`src/rtl/link_sup_pkg.sv`:
```
`default_nettype none
// ============================================================================
//  Module      : link_sup_pkg
//  Description : Shared state encodings and width helpers for link_supervisor
//  Revision    : 1.0 - initial release
// ============================================================================
package link_sup_pkg;

    // FSM state encodings (also exported on o_state)
    localparam logic [2:0] c_st_idle   = 3'd0;
    localparam logic [2:0] c_st_send   = 3'd1;
    localparam logic [2:0] c_st_wait   = 3'd2;
    localparam logic [2:0] c_st_hold   = 3'd3;
    localparam logic [2:0] c_st_linked = 3'd4;

    // Larger of two integers
    function automatic int max_of(input int a, input int b);
        return (a > b) ? a : b;
    endfunction

    // Timer width: must hold (largest limit - 1); never narrower than 1 bit
    function automatic int timer_w(input int a, input int b, input int c, input int d);
        int m;
        m = max_of(max_of(a, b), max_of(c, d));
        return ($clog2(m) < 1) ? 1 : $clog2(m);
    endfunction

endpackage
`default_nettype wire

```
`src/rtl/link_timer.sv`:
```
`default_nettype none
// ============================================================================
//  Module      : link_timer
//  Description : Clearable up-counter with enable; o_hit flags the terminal
//                count (i_last) while counting is enabled
//  Revision    : 1.0 - initial release
// ============================================================================
module link_timer #(
    parameter int W = 8
) (
    input  logic         i_clk,
    input  logic         i_rst_n,
    input  logic         i_clr,
    input  logic         i_en,
    input  logic [W-1:0] i_last,
    output logic         o_hit
);

    logic [W-1:0] cnt_q;
    logic [W-1:0] cnt_d;

    // Clear has priority over counting; a hit always causes a state change
    // (and therefore a clear), so the counter never wraps past i_last
    always_comb begin
        cnt_d = cnt_q;
        if (i_clr) begin
            cnt_d = '0;
        end else if (i_en) begin
            cnt_d = cnt_q + 1'b1;
        end
    end

    // Counter register
    always_ff @(posedge i_clk or negedge i_rst_n) begin
        if (!i_rst_n) begin
            cnt_q <= '0;
        end else begin
            cnt_q <= cnt_d;
        end
    end

    assign o_hit = i_en && (cnt_q == i_last);

endmodule
`default_nettype wire

```
`src/rtl/link_supervisor.sv`:
```
`default_nettype none
// ============================================================================
//  Module      : link_supervisor
//  Description : Link-management FSM driving a request/response engine with
//                link-up threshold, response timeout with retries, keepalive
//                probes, optional active probing and event counters
//  Revision    : 1.0 - initial release
// ============================================================================
module link_supervisor
    import link_sup_pkg::*;
#(
    parameter int P_TIMEOUT_CYC   = 1000000,
    parameter int P_KEEPALIVE_CYC = 50000000,
    parameter int P_GAP_CYC       = 1000,
    parameter int P_PROBE_CYC     = 25000000,
    parameter int P_MAX_RETRY     = 3,
    parameter int P_LINK_THRESH   = 2,
    parameter int P_ACTIVE        = 1,
    parameter int P_CNT_W         = 16
) (
    input  logic               i_clk,
    input  logic               i_rst_n,
    input  logic               i_en,
    input  logic               i_done,
    output logic               o_send,
    output logic               o_link,
    output logic [2:0]         o_state,
    output logic               o_timeout,
    output logic [P_CNT_W-1:0] o_tx_cnt,
    output logic [P_CNT_W-1:0] o_rx_cnt,
    output logic [P_CNT_W-1:0] o_drop_cnt
);

    localparam int TW = timer_w(P_TIMEOUT_CYC, P_KEEPALIVE_CYC, P_GAP_CYC, P_PROBE_CYC);
    localparam int GW = $clog2(P_LINK_THRESH + 1);
    localparam int RW = $clog2(P_MAX_RETRY + 1);

    localparam logic [TW-1:0] c_probe_last   = TW'(P_PROBE_CYC - 1);
    localparam logic [TW-1:0] c_timeout_last = TW'(P_TIMEOUT_CYC - 1);
    localparam logic [TW-1:0] c_gap_last     = TW'(P_GAP_CYC - 1);
    localparam logic [TW-1:0] c_keep_last    = TW'(P_KEEPALIVE_CYC - 1);
    localparam logic [GW-1:0] c_thresh       = GW'(P_LINK_THRESH);
    localparam logic [GW:0]   c_thresh_x     = (GW + 1)'(P_LINK_THRESH);
    localparam logic [RW-1:0] c_max_retry    = RW'(P_MAX_RETRY);
    localparam logic          c_active       = (P_ACTIVE != 0);

    logic [2:0]         state_q,   state_d;
    logic               send_q,    send_d;
    logic               link_q,    link_d;
    logic               timeout_q, timeout_d;
    logic [GW-1:0]      good_q,    good_d;
    logic [RW-1:0]      retry_q,   retry_d;
    logic [P_CNT_W-1:0] tx_q,      tx_d;
    logic [P_CNT_W-1:0] rx_q,      rx_d;
    logic [P_CNT_W-1:0] drop_q,    drop_d;

    logic          w_drop_evt;
    logic          w_hit;
    logic          w_tmr_en;
    logic          w_tmr_clr;
    logic [TW-1:0] w_last;

    // Select the terminal count and counting enable for the current state
    always_comb begin
        w_last   = '0;
        w_tmr_en = 1'b0;
        case (state_q)
            c_st_idle:   begin w_last = c_probe_last;   w_tmr_en = c_active; end
            c_st_wait:   begin w_last = c_timeout_last; w_tmr_en = 1'b1;     end
            c_st_hold:   begin w_last = c_gap_last;     w_tmr_en = 1'b1;     end
            c_st_linked: begin w_last = c_keep_last;    w_tmr_en = 1'b1;     end
            default:     begin w_last = '0;             w_tmr_en = 1'b0;     end
        endcase
        w_tmr_en = w_tmr_en && i_en;
    end

    // Any state change (including a forced return to IDLE) restarts the timer
    assign w_tmr_clr = !i_en || (state_d != state_q);

    link_timer #(
        .W (TW)
    ) u_timer (
        .i_clk   (i_clk),
        .i_rst_n (i_rst_n),
        .i_clr   (w_tmr_clr),
        .i_en    (w_tmr_en),
        .i_last  (w_last),
        .o_hit   (w_hit)
    );

    // Next-state and link bookkeeping
    always_comb begin
        state_d    = state_q;
        link_d     = link_q;
        good_d     = good_q;
        retry_d    = retry_q;
        timeout_d  = 1'b0;
        w_drop_evt = 1'b0;
        if (!i_en) begin
            state_d    = c_st_idle;
            link_d     = 1'b0;
            good_d     = '0;
            retry_d    = '0;
            w_drop_evt = link_q;
        end else begin
            case (state_q)
                c_st_idle: begin
                    link_d  = 1'b0;
                    good_d  = '0;
                    retry_d = '0;
                    if (i_done || (c_active && w_hit)) begin
                        state_d = c_st_send;
                    end
                end
                c_st_send: begin
                    state_d = c_st_wait;
                end
                c_st_wait: begin
                    // A response arriving on the timeout cycle still counts
                    if (i_done) begin
                        retry_d = '0;
                        if (good_q < c_thresh) begin
                            good_d = good_q + 1'b1;
                        end
                        if (link_q || (({1'b0, good_q} + 1'b1) >= c_thresh_x)) begin
                            state_d = c_st_linked;
                            link_d  = 1'b1;
                        end else begin
                            state_d = c_st_hold;
                        end
                    end else if (w_hit) begin
                        timeout_d = 1'b1;
                        good_d    = '0;
                        if ((retry_q + 1'b1) == c_max_retry) begin
                            state_d    = c_st_idle;
                            link_d     = 1'b0;
                            retry_d    = '0;
                            w_drop_evt = link_q;
                        end else begin
                            retry_d = retry_q + 1'b1;
                            state_d = c_st_send;
                        end
                    end
                end
                c_st_hold: begin
                    if (w_hit) begin
                        state_d = c_st_send;
                    end
                end
                c_st_linked: begin
                    link_d = 1'b1;
                    // Reply and keepalive collapse into a single exchange
                    if (i_done || w_hit) begin
                        state_d = c_st_send;
                    end
                end
                default: begin
                    state_d = c_st_idle;
                    link_d  = 1'b0;
                end
            endcase
        end
    end

    // Event counters: tx/rx wrap, drop saturates
    always_comb begin
        send_d = (state_d == c_st_send);
        tx_d   = send_d ? (tx_q + 1'b1) : tx_q;
        rx_d   = (i_en && i_done) ? (rx_q + 1'b1) : rx_q;
        drop_d = (w_drop_evt && (drop_q != {P_CNT_W{1'b1}})) ? (drop_q + 1'b1) : drop_q;
    end

    // State and output registers
    always_ff @(posedge i_clk or negedge i_rst_n) begin
        if (!i_rst_n) begin
            state_q   <= c_st_idle;
            send_q    <= 1'b0;
            link_q    <= 1'b0;
            timeout_q <= 1'b0;
            good_q    <= '0;
            retry_q   <= '0;
            tx_q      <= '0;
            rx_q      <= '0;
            drop_q    <= '0;
        end else begin
            state_q   <= state_d;
            send_q    <= send_d;
            link_q    <= link_d;
            timeout_q <= timeout_d;
            good_q    <= good_d;
            retry_q   <= retry_d;
            tx_q      <= tx_d;
            rx_q      <= rx_d;
            drop_q    <= drop_d;
        end
    end

    assign o_send     = send_q;
    assign o_link     = link_q;
    assign o_state    = state_q;
    assign o_timeout  = timeout_q;
    assign o_tx_cnt   = tx_q;
    assign o_rx_cnt   = rx_q;
    assign o_drop_cnt = drop_q;

endmodule
`default_nettype wire

```
`config.mk`:
```
export PLATFORM = sky130hd
export DESIGN_NAME = link_supervisor
export DESIGN_NICKNAME = d
export VERILOG_FILES = /design/src/rtl/link_sup_pkg.sv /design/src/rtl/link_timer.sv /design/src/rtl/link_supervisor.sv
export SDC_FILE = /design/constraint.sdc
export NUM_CORES = 1
export LEC_CHECK = 0
export ABC_CLOCK_PERIOD_IN_PS = 14950
export CAP_MARGIN = 20
export CORE_ASPECT_RATIO = 2
export CORE_MARGIN = 2
export CORE_UTILIZATION = 40
export CTS_CLUSTER_DIAMETER = 150
export DETAILED_ROUTE_END_ITERATION = 10
export RECOVER_POWER = 50
export SLEW_MARGIN = 20
export SYNTH_ARGS = -nofsm -noshare
export SYNTH_HDL_FRONTEND = slang
export SYNTH_HIERARCHICAL = 1
export SYNTH_SLANG_ARGS = --single-unit
```
`constraint.sdc`:
```
create_clock -name i_clk -period 14.95 [get_ports i_clk]
set_input_delay 2.99 -clock i_clk [delete_from_list [all_inputs] [get_ports i_clk]]
set_output_delay 2.99 -clock i_clk [all_outputs]
set_load 0.05 [all_outputs]
```
==> impl_metrics.yaml <==
hold_path:
  whs_endpoint: "o_tx_cnt[15]"
  holdPathStages: 1
  hold_start: "o_tx_cnt[15]"
  hold_path_class: "flip-flop to flip-flop"
layout:
  fin_cells: 657
  syn2layout_area_growth_pct: 20.7
  fin_nets: 520
  final_util_pct: 49.0
  antennaDiodeCount: 0
  final.fill_count: 1056
  drive_above_1_share_pct: 5.44
global_routing:
  grt_pass1_wl_mm: 16.5
  grt_max_degree: 57
  grt-ovfl-total: 0
  antenna_found_initial: 0
  grtUsageMet2_pct: 27.1
  met1_usage_pct: 21.9
  grt.busiest_layer: "met2"
  grt_use_met3_pct: 3.68
  grt_pass1_vias: 3406
  track_usage_pct: 16.7
drt:
  drtIter0Drc: 144
  route.vias.total: 3453
  ant_nets: 0
  wl_per_cell_um: 14.5
  drt-vias-per-instance: 5.26
  drt_wl_total_mm: 9.52
  dr.pass1.iters: 5
  drc: 0
floorplan:
  coreArea_um2: 11100
  rows: 55
  initial_utilization_pct: 40.6
  die_y_um: 154
  die_area_um2: 12200
  num_io_pins: 58
  die_w_um: 79.2
yosys:
  syn_nets: 468
  synth.area.top_cells: "dfrtp_1 (46%), xnor2_1 (12%), xor2_1 (4.5%)"
  syn-cell-area_um2: 4520
  syn_area_per_cell_um2: 9.85
  synth_seq_cells: 84
  yosys.area.top_type: "dfrtp_1"
  synth_ff_type: "dfrtp_1"
  synthArstFlopShare_pct: 100
  ys_seq_area_share_pct: 46.5
  ys.warnings.count: 6
  yosysUniqueCellTypes: 54
  syn_inst: 459
  synth_edf_count: 0
  synth_top_cell_area_share_pct: 46.5
clock_network:
  path_clk_slew_ns: 0.06
  cts_buffers: 9
  post_cts_resized: 0
  cts_tree: "yes"
  ctsLongestPathBuffers: 2
  cts.sink_count: 84
  h-tree-depth: 3
  cts_setup_buffers: 0
  hold_buffers: 0
  insertion_delay_ns: 0.33
  clock-root-buffer: "clkbuf_16"
timing:
  rsz0062_at_grt: "no"
  fin_crit_ns: 8.32
  tns_ns: 0
  fin_worst_skew_ns: 0.00603
  tightest_slew_ns: 2.94
  setup_viol: 0
  slew_viol_final: 87
  hold_ws_ns: 0.464
  maxSlewHeadroom_pct: -95.9
  fmax_ghz: 0.120
  hold_viol_final: 0
  post-route-period-util_pct: 55.6
setup_path:
  startpoint_type: "primary input"
  critPathArrivalTime_ns: 8.57
  crit_required_ns: 15.21
  r2r-start: "o_state[0]"
  crit_type: "primary input to flip-flop"
  crit_slowest_cell: "nor4_1"
  crit_buf_inv: 3
  crit_chain: "clkdlybuf4s50_1 > and2_1 > nand4_1 > or4_1 > nor4_1 > nor4bb_1 > a2111oi_4 > o21bai_2 > clkinv_1 > xnor2_1 > nand3_1 > buf_4 > o2111a_1 > nand4_2 > or3_1 > a21oi_1"
  critPathMaxFanout: 29
  cp_top_family: "simple AND/OR/NAND/NOR gates"
  ff2ff_setup_slack_ns: 8.53
  cp-end-kind: "flip-flop"
  crit-reg2reg-capture: "u_timer/cnt_q[19]"
  cpPeakStageDelay_ns: 0.85
  r2r_cells: 18
power:
  total_power_mw: 0.612
  peakVddDrop_mv: 0.117
  p_leak_nw: 2.28
  p_per_area_nw_per_um2: 112
placed_design:
  dp.cells: 642
  io_buffers: 57
  hpwl_mm: 6.72
  globalplace.congestion: 0.843
run:
  maxCapViolations: 2
status:
  outcome: "complete, but fails checks"
  violations: "max-capacitance violations, max-slew violations"
==> layout make-up <==
cell class | instances | area [um2] | area share, %
inverters | 10 | 37.5 | 0.688
well taps | 142 | 178 | 3.25
repair buffers | 59 | 576 | 10.5
multi-input cells | 347 | 2290 | 42.0
flip-flops and latches | 84 | 2100 | 38.5
clock buffers | 9 | 225 | 4.13
clock inverters | 6 | 48.8 | 0.894
==> layer usage <==
layer	part of all wire [%]	wire length, um
met2	48	4600
met3	3.1	296
met1	47	4450
met4	1.8	167
met5	0	0
==> power by group <==
group | switching (mW) | internal [mW] | leakage (nW)
clock network | 0.0919 | 0.113 | 0.125
registers | 0.0219 | 0.242 | 1.15
logic | 0.0933 | 0.0498 | 1.00
==> layout by cell type, fill, tap and decap left out, types with 2 or more instances in the layout <==
cell type	count
dfrtp_1	84
xnor2_1	60
nand2_1	44
clkdlybuf4s50_1	37
nor2_1	29
nand3_1	26
nand4_1	26
xor2_1	23
a21oi_1	21
dlygate4sd3_1	19
o21ai_0	17
nor3_1	11
or3_1	11
inv_1	9
and3_1	9
clkbuf_16	9
nand2b_1	7
and2_1	6
and4_1	6
or4_1	5
nor4_1	5
ha_1	5
o31ai_1	4
clkinvlp_4	3
nand3b_1	2
inv_6	2
clkbuf_1	2
o2111a_1	2
nand4_4	2
==> flip-flops by register name (all words and copies together), names as in the netlist <==
register	count
o_drop_cnt	16
retry_q	2
o_state	3
u_timer/cnt_q	26
o_timeout	1
o_tx_cnt	16
o_rx_cnt	16
good_q	2
o_send	1
o_link	1
==> kinds of logic after synthesis <==
logic type	count (synthesis)	synth area share, %
flops	84	46.5
simple gates	200	24.5
xor+xnor	83	16.1
fa+ha+maj	5	1.38
other cells	1	0.0829
mux	2	0.553
compound gates	56	8.08
buf+inv	28	2.85
==> Yosys cell counts (2+ instances only) <==
| cell | n |
|---|---|
| nor2_1 | 29 |
| a21oi_1 | 21 |
| nand2b_1 | 7 |
| nand2_1 | 44 |
| inv_1 | 9 |
| buf_6 | 2 |
| nand4_4 | 2 |
| xor2_1 | 23 |
| ha_1 | 5 |
| clkbuf_1 | 9 |
| nand3b_1 | 2 |
| nand4_1 | 26 |
| and4_1 | 6 |
| o2111a_1 | 2 |
| or4_1 | 5 |
| nand3_1 | 26 |
| nor4_1 | 5 |
| dfrtp_1 | 84 |
| xnor2_1 | 60 |
| buf_1 | 2 |
| o31ai_1 | 4 |
| and3_1 | 9 |
| nor3_1 | 11 |
| buf_2 | 4 |
| or3_1 | 11 |
| o21ai_0 | 17 |
| and2_1 | 7 |
==> worst max-delay path by stage <==
stage,depth (start not counted),to,startpoint
after floorplan,17,u_timer/cnt_q[19],i_en
after global placement,16,u_timer/cnt_q[15],i_en
after detailed placement,16,u_timer/cnt_q[17],i_en
after CTS,16,u_timer/cnt_q[19],i_en
after global routing,16,u_timer/cnt_q[19],i_en
final,16,u_timer/cnt_q[19],i_en
==> per-stage QoR <==
| stage | cell area, um2 | worst slack [ns] |
|---|---|---|
| final | 5460 | 6.63 |
| after global placement | 5190 | 6.53 |
| after global routing | 5460 | 6.21 |
| after floorplan | 4520 | 7.78 |
| after CTS | 5470 | 6.72 |
| after detailed placement | 5190 | 6.38 |
Power figures use the tool's default switching activity.
